**config.mk**
```make
export PLATFORM = sky130hd
export DESIGN_NAME = bit_stream_packer
export DESIGN_NICKNAME = d
export VERILOG_FILES = /design/src/rtl/bit_stream_packer_pkg.sv /design/src/rtl/bit_stream_packer.sv
export SDC_FILE = /design/constraint.sdc
export NUM_CORES = 1
export LEC_CHECK = 0
export CORE_MARGIN = 1
export CORE_UTILIZATION = 53
export CTS_BUF_LIST = sky130_fd_sc_hd__clkbuf_4 sky130_fd_sc_hd__clkbuf_8 sky130_fd_sc_hd__clkbuf_16
export DETAILED_ROUTE_END_ITERATION = 6
export GPL_ROUTABILITY_DRIVEN = 0
export PLACE_DENSITY = 0.78
export SLEW_MARGIN = 20
export SYNTH_ARGS = -nofsm -noshare
export SYNTH_HDL_FRONTEND = slang
export SYNTH_SLANG_ARGS = --single-unit
```
**constraint.sdc**
```tcl
create_clock -name clk_i -period 2.7 [get_ports clk_i]
set_input_delay 0.54 -clock clk_i [delete_from_list [all_inputs] [get_ports clk_i]]
set_output_delay 0.54 -clock clk_i [all_outputs]
set_load 0.03 [all_outputs]
```
**src/rtl/bit_stream_packer_pkg.sv**
```systemverilog
// Shared constants for the bit-stream packer and the population-counter bench.
package bit_stream_packer_pkg;

  localparam int unsigned BSP_DEFAULT_WIDTH = 16;

  // Width of a length field able to hold 0..w.
  function automatic int unsigned bsp_len_width(input int unsigned w);
    return $clog2(w) + 1;
  endfunction

endpackage

```
**src/rtl/bit_stream_packer.sv**
```systemverilog
// Serial-to-parallel packer: gathers data_i bits into WIDTH-bit words and
// flushes a zero-padded partial word on last_i. Outputs are registered and
// pulse one cycle after the completing bit.
// Build option: BIT_STREAM_PACKER_LSB_FIRST_EN places the first bit of a word
// in data_o[0] (right-aligned partials); otherwise the first bit lands in
// data_o[WIDTH-1] (left-aligned partials).
module bit_stream_packer
  import bit_stream_packer_pkg::*;
#(
  parameter int unsigned WIDTH = BSP_DEFAULT_WIDTH
) (
  input  logic                              clk_i,
  input  logic                              srst_i,
  input  logic                              data_i,
  input  logic                              data_val_i,
  input  logic                              last_i,
  output logic [WIDTH-1:0]                  data_o,
  output logic                              data_val_o,
  output logic [bsp_len_width(WIDTH)-1:0]   data_len_o
);

  localparam int unsigned CW = $clog2(WIDTH);
  localparam int unsigned LW = bsp_len_width(WIDTH);
  localparam logic [CW-1:0] CNT_MAX = CW'(WIDTH - 1);

  // cnt_q == 0 is the empty state; any other value means a word is filling.
  logic [CW-1:0]    cnt_q,  cnt_d;
  logic [WIDTH-1:0] sh_q,   sh_d;
  logic [WIDTH-1:0] data_q, data_d;
  logic [LW-1:0]    len_q,  len_d;
  logic             val_q,  val_d;

  logic [WIDTH-1:0] word;
  logic [CW-1:0]    idx;

  // Bits are written straight into their final slot, so the idle bits of the
  // cleared register already provide the zero padding of a partial flush.
  always_comb begin
    cnt_d  = cnt_q;
    sh_d   = sh_q;
    data_d = data_q;
    len_d  = len_q;
    val_d  = 1'b0;
`ifdef BIT_STREAM_PACKER_LSB_FIRST_EN
    idx    = cnt_q;
`else
    idx    = CNT_MAX - cnt_q;
`endif
    word      = sh_q;
    word[idx] = data_i;
    if (data_val_i) begin
      if (cnt_q == CNT_MAX || last_i) begin
        data_d = word;
        len_d  = LW'(cnt_q) + LW'(1);
        val_d  = 1'b1;
        cnt_d  = '0;
        sh_d   = '0;
      end else begin
        sh_d  = word;
        cnt_d = cnt_q + CW'(1);
      end
    end
  end

  // State and output registers with synchronous reset taking priority.
  always_ff @(posedge clk_i) begin
    if (srst_i) begin
      cnt_q  <= '0;
      sh_q   <= '0;
      data_q <= '0;
      len_q  <= '0;
      val_q  <= 1'b0;
    end else begin
      cnt_q  <= cnt_d;
      sh_q   <= sh_d;
      data_q <= data_d;
      len_q  <= len_d;
      val_q  <= val_d;
    end
  end

  assign data_o     = data_q;
  assign data_len_o = len_q;
  assign data_val_o = val_q;

endmodule

```
# ---- Word level (Yosys, flattened, before mapping)
# Cells that the tools add are included.
# W data, S select, Z words.
dict set report classes {
  addsub 3
  eq_ne 1
  n_reduce_logical 4
  muxes 6
  magnitude_cmp 2
  n_bitwise 1
}
# op n
set op_table {}
lappend op_table {{$bwmux W16} 1}
lappend op_table {{$mux W16} 1}
lappend op_table {{$add A4 B1 Y5 const B} 1}
lappend op_table {{$lt A4 B5 Y1 const B} 1}
lappend op_table {{$add A4 B1 Y4 const B} 1}
lappend op_table {{$demux W1 S4} 1}
lappend op_table {{$eq A4 B4 Y1 const B} 1}
lappend op_table {{$ge A4 B1 Y1 const B} 1}
lappend op_table {{$mux W4} 1}
lappend op_table {{$sub A4 B4 Y4 const A} 1}
lappend op_table {{$mux W1} 2}
lappend op_table {{$reduce_and A2 Y1} 1}
lappend op_table {{$reduce_or A2 Y1} 1}
lappend op_table {{$logic_and A1 B1 Y1} 1}
lappend op_table {{$logic_or A1 B1 Y1} 1}
lappend op_table {{$not A1 Y1} 1}
dict set report totals {
  inputBits 5
  wordCells 22
  regBits 42
}

# ---- Logic depth before layout (Yosys ltp)
# Gate-level depths: netlist of run 1.
dict set report depth {
  depth_word 7
  mapped_depth 7
  ltp_nobuf 5
}

# ---- Least setup slack after synthesis of run 1
# Ideal clock, no wire load.
dict set report synth_timing {
  path_kind {register -> register}
  startpoint {register cnt_q[0]}
  endpoint {register sh_q[10]}
  setup_ps 67
  arrival_ps 1636
  setup_slack_ps 997
  required_ps 2633
  path_stages_with_launch 8
  path_cell_list {dfxtp_1 ha_1 buf_6 and3_4 or4_4 buf_6 buf_8 o21ai_2}
}
dict set report synth_between {
  elab_chain_cells 7
}
# item line_no
set synth_lines {}
lappend synth_lines {{start: declaration} bit_stream_packer.sv:27} ;# logic [CW-1:0] cnt_q, cnt_d;
lappend synth_lines {{start signal: assignment} bit_stream_packer.sv:74} ;# cnt_q <= cnt_d;
lappend synth_lines {{$sub A4 B4 Y4} bit_stream_packer.sv:47} ;# idx = CNT_MAX - cnt_q;
lappend synth_lines {{$lt A4 B5 Y1 (implied by the code) / $ge A4 B1 Y1 (equally long branches)} bit_stream_packer.sv:50} ;# word[idx] = data_i;
lappend synth_lines {{$logic_and A1 B1 Y1 (implied by the code)} bit_stream_packer.sv:50}
lappend synth_lines {{$mux W1 (implied by the code)} bit_stream_packer.sv:50}
lappend synth_lines {{$demux W1 S4} bit_stream_packer.sv:50}
lappend synth_lines {{$bwmux W16} bit_stream_packer.sv:50}
lappend synth_lines {{$mux W16 *} bit_stream_packer.sv:52} ;# if (cnt_q == CNT_MAX || last_i) begin
lappend synth_lines {{end signal: assignment} bit_stream_packer.sv:69} ;# sh_q <= '0;
lappend synth_lines {{end signal: assignment} bit_stream_packer.sv:75} ;# sh_q <= sh_d;
lappend synth_lines {{end: declaration} bit_stream_packer.sv:28} ;# logic [WIDTH-1:0] sh_q, sh_d;
# Mark *: on every way between the ends. The rest lies on a longest branch, timed or not.
# A chain may end at the register's enable or synchronous reset.

# ---- Worst setup path in the final report of run 1
dict set report layout_timing {
  startpoint {register cnt_q[2]}
  endpoint {register data_q[8], in the netlist data_o[8]}
}
dict set report layout_between {
  elab_chain_cells 6
}
# item line_no
set layout_lines {}
lappend layout_lines {{$sub A4 B4 Y4} bit_stream_packer.sv:47}
lappend layout_lines {{$lt A4 B5 Y1 (implied by the code) / $ge A4 B1 Y1 (equally long branches)} bit_stream_packer.sv:50}
lappend layout_lines {{$logic_and A1 B1 Y1 (implied by the code)} bit_stream_packer.sv:50}
lappend layout_lines {{$mux W1 (implied by the code)} bit_stream_packer.sv:50}
lappend layout_lines {{$demux W1 S4} bit_stream_packer.sv:50}
lappend layout_lines {{$bwmux W16} bit_stream_packer.sv:50}
lappend layout_lines {{end signal: assignment} bit_stream_packer.sv:76} ;# data_q <= data_d;
lappend layout_lines {{end: declaration} bit_stream_packer.sv:29} ;# logic [WIDTH-1:0] data_q, data_d;
# Several ways; a longest one is shown, not always the timed one.

==> results.md, run 1 <==
- Status: finished, final reports clean
- Yosys reg bits: between 40 and 50
- Synth Area in XOR/XNOR: 0.9371%
- Die ar.: 3769 um^2
- R2R Setup Slk: slightly above 600 ps
- Largest net degree at the start of global routing: 23
- Max Slew Vio Count: 0
- Clock Path Buffers: 2
- Sink Count: 42
- Post-DP Area: about 2100 um^2
- Most common cell after layout, fill and taps aside: dfxtp_1
- Final setup TNS: 0 ps
- Drt total wl: approximately 3800 um
- Crit. End Element: flip-flop
- Synth area leader: dfxtp_1
- Routed wire length per instance: roughly 15 um
- Mux contribution to synthesized area: 8.568%
- Syn Area/Cell: between 9 and 10 um^2
- Fin nets: between 200 and 250
- Max Freq: 480.5 MHz
- Synth top area share: roughly 45%
- Setup Fix Bufs, Post-CTS: 0
- CTS Buf Count: 5
- Cts hold-fix bufs: 0
- Max_cap viols: 0
- Number of cells on the worst reg-to-reg path: 4
- GRT Util Overall: between 20% and 30%
- Synth cell types: 28
- Hold Crit Class: flip-flop to flip-flop
- Crit-path max FO: 22
- Antenna Cells: 0
- Adder-cell share of the synthesized area: around 3.3%
- Syn nets: between 200 and 250
- Clock root buffer: clkbuf_4
- Die outline height: 61.39 um
- CTS resizes: 0
- Peak supply drop: 365.0 uV
- Area grow syn2layout: 15.86%
- Num rows: 21
- Clk slew on worst S/H paths: between 100 and 150 ps
- IO buf count: 26
- Hold path start: sh_q[6]$_SDFFE_PP0P_
- Seq pwr share: between 50% and 60%
- Antenna Nets Post-Route: 0
- Clock latency on the worst-skew pair: between 300 and 400 ps
- Skew final: around 5.8 ps
- GRT Residual Overflow: 0
- Hold Fails Final Rpt: 0
- Final instance area: ~2200 um^2
- Non-Filler Instances: between 200 and 300
- Most frequent cells in the layout: 42 x dfxtp_1, 26 x clkdlybuf4s50_1, 23 x a21oi_1
- Drt initial violations: 34
- Yosys warning count: 0
- Synth Area in Simple Gates: between 10% and 20%
- Comb pwr share: between 10% and 20%
- Share of cells above drive strength 1: 11.63%
- Worst-Margin Slew: between 900 and 1000 ps
- Internal power: 817.7 uW
- Vias: 1495
- RSZ-0062 raised after global routing: false
- Syn Inst Count: 197
- DR vias/cell: approximately 5.7
- Layout fillers: 305
- CTS tree: yes
- Power density over the cells: about 510 nW/um^2
- Relative slew slack: 34.24%
- Largest cells by area after synthesis: dfxtp_1 45%, mux2i_1 8.6%, a211oi_1 7.6%, a21oi_1 6.2%, o21ai_2 4.7%
- Clk pwr share: between 20% and 30%
- Initial Util: between 50 and 60%
- Worst hold stages: 2
- Router iterations before antenna repair: 4
- Crit path arrival time: 2290 ps
- Psw: about 290 uW
- Core area: 3363 um^2
- Compound-Gate Fraction of Synth Area: 21.82%
- Detailed Place HPWL: ~2600 um
- Largest family of logic cells by synthesized area: compound AO/OA/AOI/OAI gates
- Tmin final: approximately 2100 ps
- Req. time, crit path: around 2900 ps
- Finish-stage setup viols: 0
- Sequential fraction of the synthesis area: approximately 45%
- Die X: around 61 um
- # IOs: 27
- Initial antenna violation count: 0
- Setup CP Type: flip-flop to flip-flop
- Crit start category: flip-flop
- Period Utilization, post-route: between 70% and 80%
- CTS HTree Levels: 2
- Placed cells: 255
- Vias in the first global route: 1337
- Lkg Pwr: 0.0007898 uW
- Switching part of the total: around a quarter
- Reg-to-Reg End: data_o[8]$_SDFFE_PP0P_
- Mapped Area: approximately 1900 um^2
- DRC Markers: 0
- RR Startpoint: cnt_q[2]$_SDFFE_PP0P_
- Global-route wire length before repair: around 6000 um
- Hold Path End: sh_q[6]$_SDFFE_PP0P_
synthesized netlist by cell type:
cell and n:
nor3b_1 5, nand3b_1 8, a211oi_1 19, a31oi_1 1, inv_4 1, dfxtp_1 42
buf_6 3, a22oi_1 1, clkbuf_1 10, a21oi_1 23, nor4bb_1 1, nand3_1 7
o21ai_0 8, xnor2_1 1, nor3_1 1, mux2i_1 16, ha_1 5, buf_8 1
nand2_1 19, xor2_1 1, buf_1 1, or4_4 1, and3_4 1, a31o_2 1
nor2_1 4, buf_2 4, inv_1 2, o21ai_2 10
logic make-up after synthesis:
logic type,count (synthesis)
compound gates,63
simple gates,47
buf+inv,22
mux,16
fa+ha+maj,5
xor+xnor,2
flops,42
per-stage QoR:
stage	power [uW]	utilization, %	setup WS, ps	hold slack (ps)
after global routing	1156	64.40	474.1	478.9
after CTS	1112	64.40	638.1	465.2
after global placement	818.2	62.87	448.1	432.9
after floorplan	765.7	-	996.6	424.4
final	1104	64.40	618.6	464.9
after detailed placement	821.6	62.87	339.6	442.3
worst max-delay path by stage:
stage                                from                     end  cells past startpoint
global placement               data_val_i   sh_q[14]$_SDFFE_PP0P_                      4
floorplan           cnt_q[0]$_SDFFE_PP0P_   sh_q[10]$_SDFFE_PP0P_                      7
CTS                 cnt_q[2]$_SDFFE_PP0P_  data_o[8]$_SDFFE_PP0P_                      4
global route        cnt_q[2]$_SDFFE_PP0P_  data_o[6]$_SDFFE_PP0P_                      4
finish              cnt_q[2]$_SDFFE_PP0P_  data_o[8]$_SDFFE_PP0P_                      4
detailed placement             data_val_i    sh_q[3]$_SDFFE_PP0P_                      4
flip-flops by register name, indices dropped and copies added (netlist names):
name / cells
data_len_o: 5
data_val_o: 1
cnt_q: 4
data_o: 16
sh_q: 16
worst max-delay path, cell delays in order (launching register included):
cell and delay [ps]:
dfxtp_1 790, a31oi_1 300, nor2_1 450, buf_4 300, a211oi_1 100
power groups by stage:
stage | registers, uW | clock network, uW | logic (uW)
global route | 652 | 334 | 170
CTS | 650 | 303 | 158
floorplan | 698 | 0 | 67.9
finish | 650 | 296 | 158
detailed placement | 664 | 0 | 158
global placement | 663 | 0 | 155
cell type report:
class                      instances  area (um^2)  area share [%]
timing repair buffer              31        297.8           13.75
tap                               46        57.56           2.657
inverter                           3        13.76          0.6355
clock buffer                       6        51.30           2.369
sequential                        42        840.8           38.82
multi-input combinational        133        904.6           41.77
routing by layer:
| layer | track usage [%] | wire length, um | vias to the layer above |
|---|---|---|---|
| met5 | 0 | 0 | - |
| met4 | 7.937 | 42 | 0 |
| met3 | 6.933 | 140 | 4 |
| met2 | 36.02 | 1859 | 32 |
| met1 | 27.81 | 1784 | 715 |
| li1 | - | - | 744 |
No activity file was read; power rests on OpenSTA's default activity.
==> run 2, diff against run 1 <==
==> constraint.sdc (replaced) <==
create_clock -name clk_i -period 2.11 [get_ports clk_i]
set_input_delay 0.422 -clock clk_i [delete_from_list [all_inputs] [get_ports clk_i]]
set_output_delay 0.422 -clock clk_i [all_outputs]
set_load 0.03 [all_outputs]
==> run 2 against run 1 <==
  * Non-clock buffer count is 4 higher
  * First-iteration DRC count is 110% higher
  * Critical path type unchanged
  * Sequential power is 28% higher
  * Routed wire length is 4.7% higher
  * Fmax is 12% higher
  * Global-route usage is 1.5 points higher
  * Critical endpoint is now sh_q[4]$_SDFFE_PP0P_
  * Cell count is 1.9% higher
  * Hold slack worse by 3.4 ps
==> results.md, run 2 (synthesis gave the netlist of run 1 again) <==
- Most common cell after layout, fill and taps aside: dfxtp_1
- Max Slew Vio Count: 0 (unchanged)
- GRT Util Overall: 23.62% (+1.5 points)
- Lkg Pwr: 0.0008120 uW (+2.8%)
- CTS resizes: 0 (unchanged)
- Num rows: 21 (unchanged)
- Psw: 384.3 uW (+34%)
- CTS tree: yes
- GRT Residual Overflow: 0 (unchanged)
- Period Utilization, post-route: 88.37% (+11 points)
- Max_cap viols: 0 (unchanged)
- Crit-path max FO: 16 (-27%)
- CTS Buf Count: 5 (unchanged)
- CTS HTree Levels: 2 (unchanged)
- Peak supply drop: 478.9 uV (+31%)
- Status: finished, final reports clean
- Router iterations before antenna repair: 4 (unchanged)
- RSZ-0062 raised after global routing: false
- Clock latency on the worst-skew pair: 350 ps (about the same)
- Vias in the first global route: 1374 (+2.8%)
- Global-route wire length before repair: 6313 um (+5.8%)
- Clock Path Buffers: 2 (unchanged)
- Initial antenna violation count: 0 (unchanged)
- Setup Fix Bufs, Post-CTS: 0 (unchanged)
- Final instance area: 2200 um^2 (+1.6%)
- Finish-stage setup viols: 0 (unchanged)
- Initial Util: 55.58% (unchanged)
- Most frequent cells in the layout: 42 x dfxtp_1, 26 x clkdlybuf4s50_1, 23 x a21oi_1
- DRC Markers: 0 (unchanged)
- Comb pwr share: 14.5% (+0.2 points)
- Share of cells above drive strength 1: 14.09% (+2.5 points)
- Setup CP Type: flip-flop to flip-flop
- Util after Layout: 65.40% (+1.0 points)
- Seq pwr share: 58.0% (-0.9 points)
- Die X: 61.39 um (unchanged)
- Antenna Cells: 0 (unchanged)
- Crit start category: flip-flop
- Switching part of the total: 26.76% (+0.83 points)
- Cts hold-fix bufs: 0 (unchanged)
- Clk pwr share: 27.5% (+0.7 points)
- Req. time, crit path: 2390 ps (-520 ps)
- Routed wire length per instance: 15.05 um (+2.7%)
- Tmin final: 1865 ps (-216.9 ps)
- Skew final: 12.00 ps (+6.216 ps)
- DR vias/cell: 5.692 (-0.63%)
- Hold Crit Class: flip-flop to flip-flop
- Internal power: 1052 uW (+29%)
- Max Freq: 536.3 MHz (+12%)
- Relative slew slack: 54.85% (+21 points)
- Worst-Margin Slew: 676.6 ps (-306.1 ps)
- # IOs: 27 (unchanged)
- Die ar.: 3769 um^2 (unchanged)
- Crit path arrival time: 2140 ps (-150 ps)
- Clk slew on worst S/H paths: 120 ps (about the same)
- Vias: 1514 (+1.3%)
- Crit. End Element: flip-flop
- IO buf count: 26 (unchanged)
- Final setup TNS: 0 ps (unchanged)
- Antenna Nets Post-Route: 0 (unchanged)
- Sink Count: 42 (unchanged)
- Detailed Place HPWL: 2713 um (+4.0%)
- Area grow syn2layout: 17.67%
- Post-DP Area: 2145 um^2 (+1.4%)
- Core area: 3363 um^2 (unchanged)
- Hold Fails Final Rpt: 0 (unchanged)
- Largest net degree at the start of global routing: 21 (-8.7%)
- Die outline height: 61.39 um (unchanged)
- Fin nets: 230 (+1.8%)
- Clock root buffer: clkbuf_4
- Drt total wl: 4004 um (+4.7%)
- Power density over the cells: 652.8 nW/um^2 (+28%)
- Drt initial violations: 72 (+110%)
## run 2: cell types whose count changed in the layout (fill, tap and decap cells not counted), sizes merged
cell | before | now
buf | 5 | 9
clkbuf | 6 | 7
## run 2: worst max-delay path: stages (launching register included)
cell and delay [ps]:
dfxtp_1 390, ha_1 360, and3_4 250, or4_4 560, o21ai_0 220
## run 2: routing by layer
layer	vias up	part of all wire, %	track usage (%)
li1	751	-	-
met1	721	45	28.14
met2	32	49	38.98
met3	10	3.8	7.563
met4	0	2.2	10.79
met5	-	0	0
## run 2: worst paths after layout
check / from / to / slack, ps / cells after the start
setup / recovery: cnt_q[0]$_SDFFE_PP0P_ / sh_q[4]$_SDFFE_PP0P_ / 250 / 4
hold / removal: sh_q[14]$_SDFFE_PP0P_ / sh_q[14]$_SDFFE_PP0P_ / 460 / 2
setup reg to reg: cnt_q[0]$_SDFFE_PP0P_ / sh_q[4]$_SDFFE_PP0P_ / 250 / 4
hold reg to reg: sh_q[14]$_SDFFE_PP0P_ / sh_q[14]$_SDFFE_PP0P_ / 460 / 2
## run 2: stage by stage
stage | std cells | hold slack (ps) | setup slack (ps) | power [uW]
2_1_floorplan | 197 | 424.4 | 406.6 | 979.8
3_3_place_gp | 259 | 434.4 | 103.4 | 1050
3_5_place_dp | 259 | 439.9 | 19.69 | 1058
4_1_cts | 266 | 464.1 | 248.4 | 1440
5_1_grt | 266 | 475.7 | 138.9 | 1504
6_report | 266 | 461.5 | 245.5 | 1436
## run 2: cell type report
cell class | instances | area [um^2]
fillers | 300 | 1164
multi-input cells | 133 | 907.1
flip-flops and latches | 42 | 840.8
repair buffers | 35 | 327.8
well taps | 46 | 57.56
clock buffers | 7 | 52.55
inverters | 3 | 13.76
## run 2: power groups by stage
stage	logic, uW	registers [uW]	clock network, uW
after floorplan	86.8	893	0
after global placement	202	848	0
after detailed placement	207	850	0
after CTS	208	833	399
after global routing	224	836	444
final	209	832	395
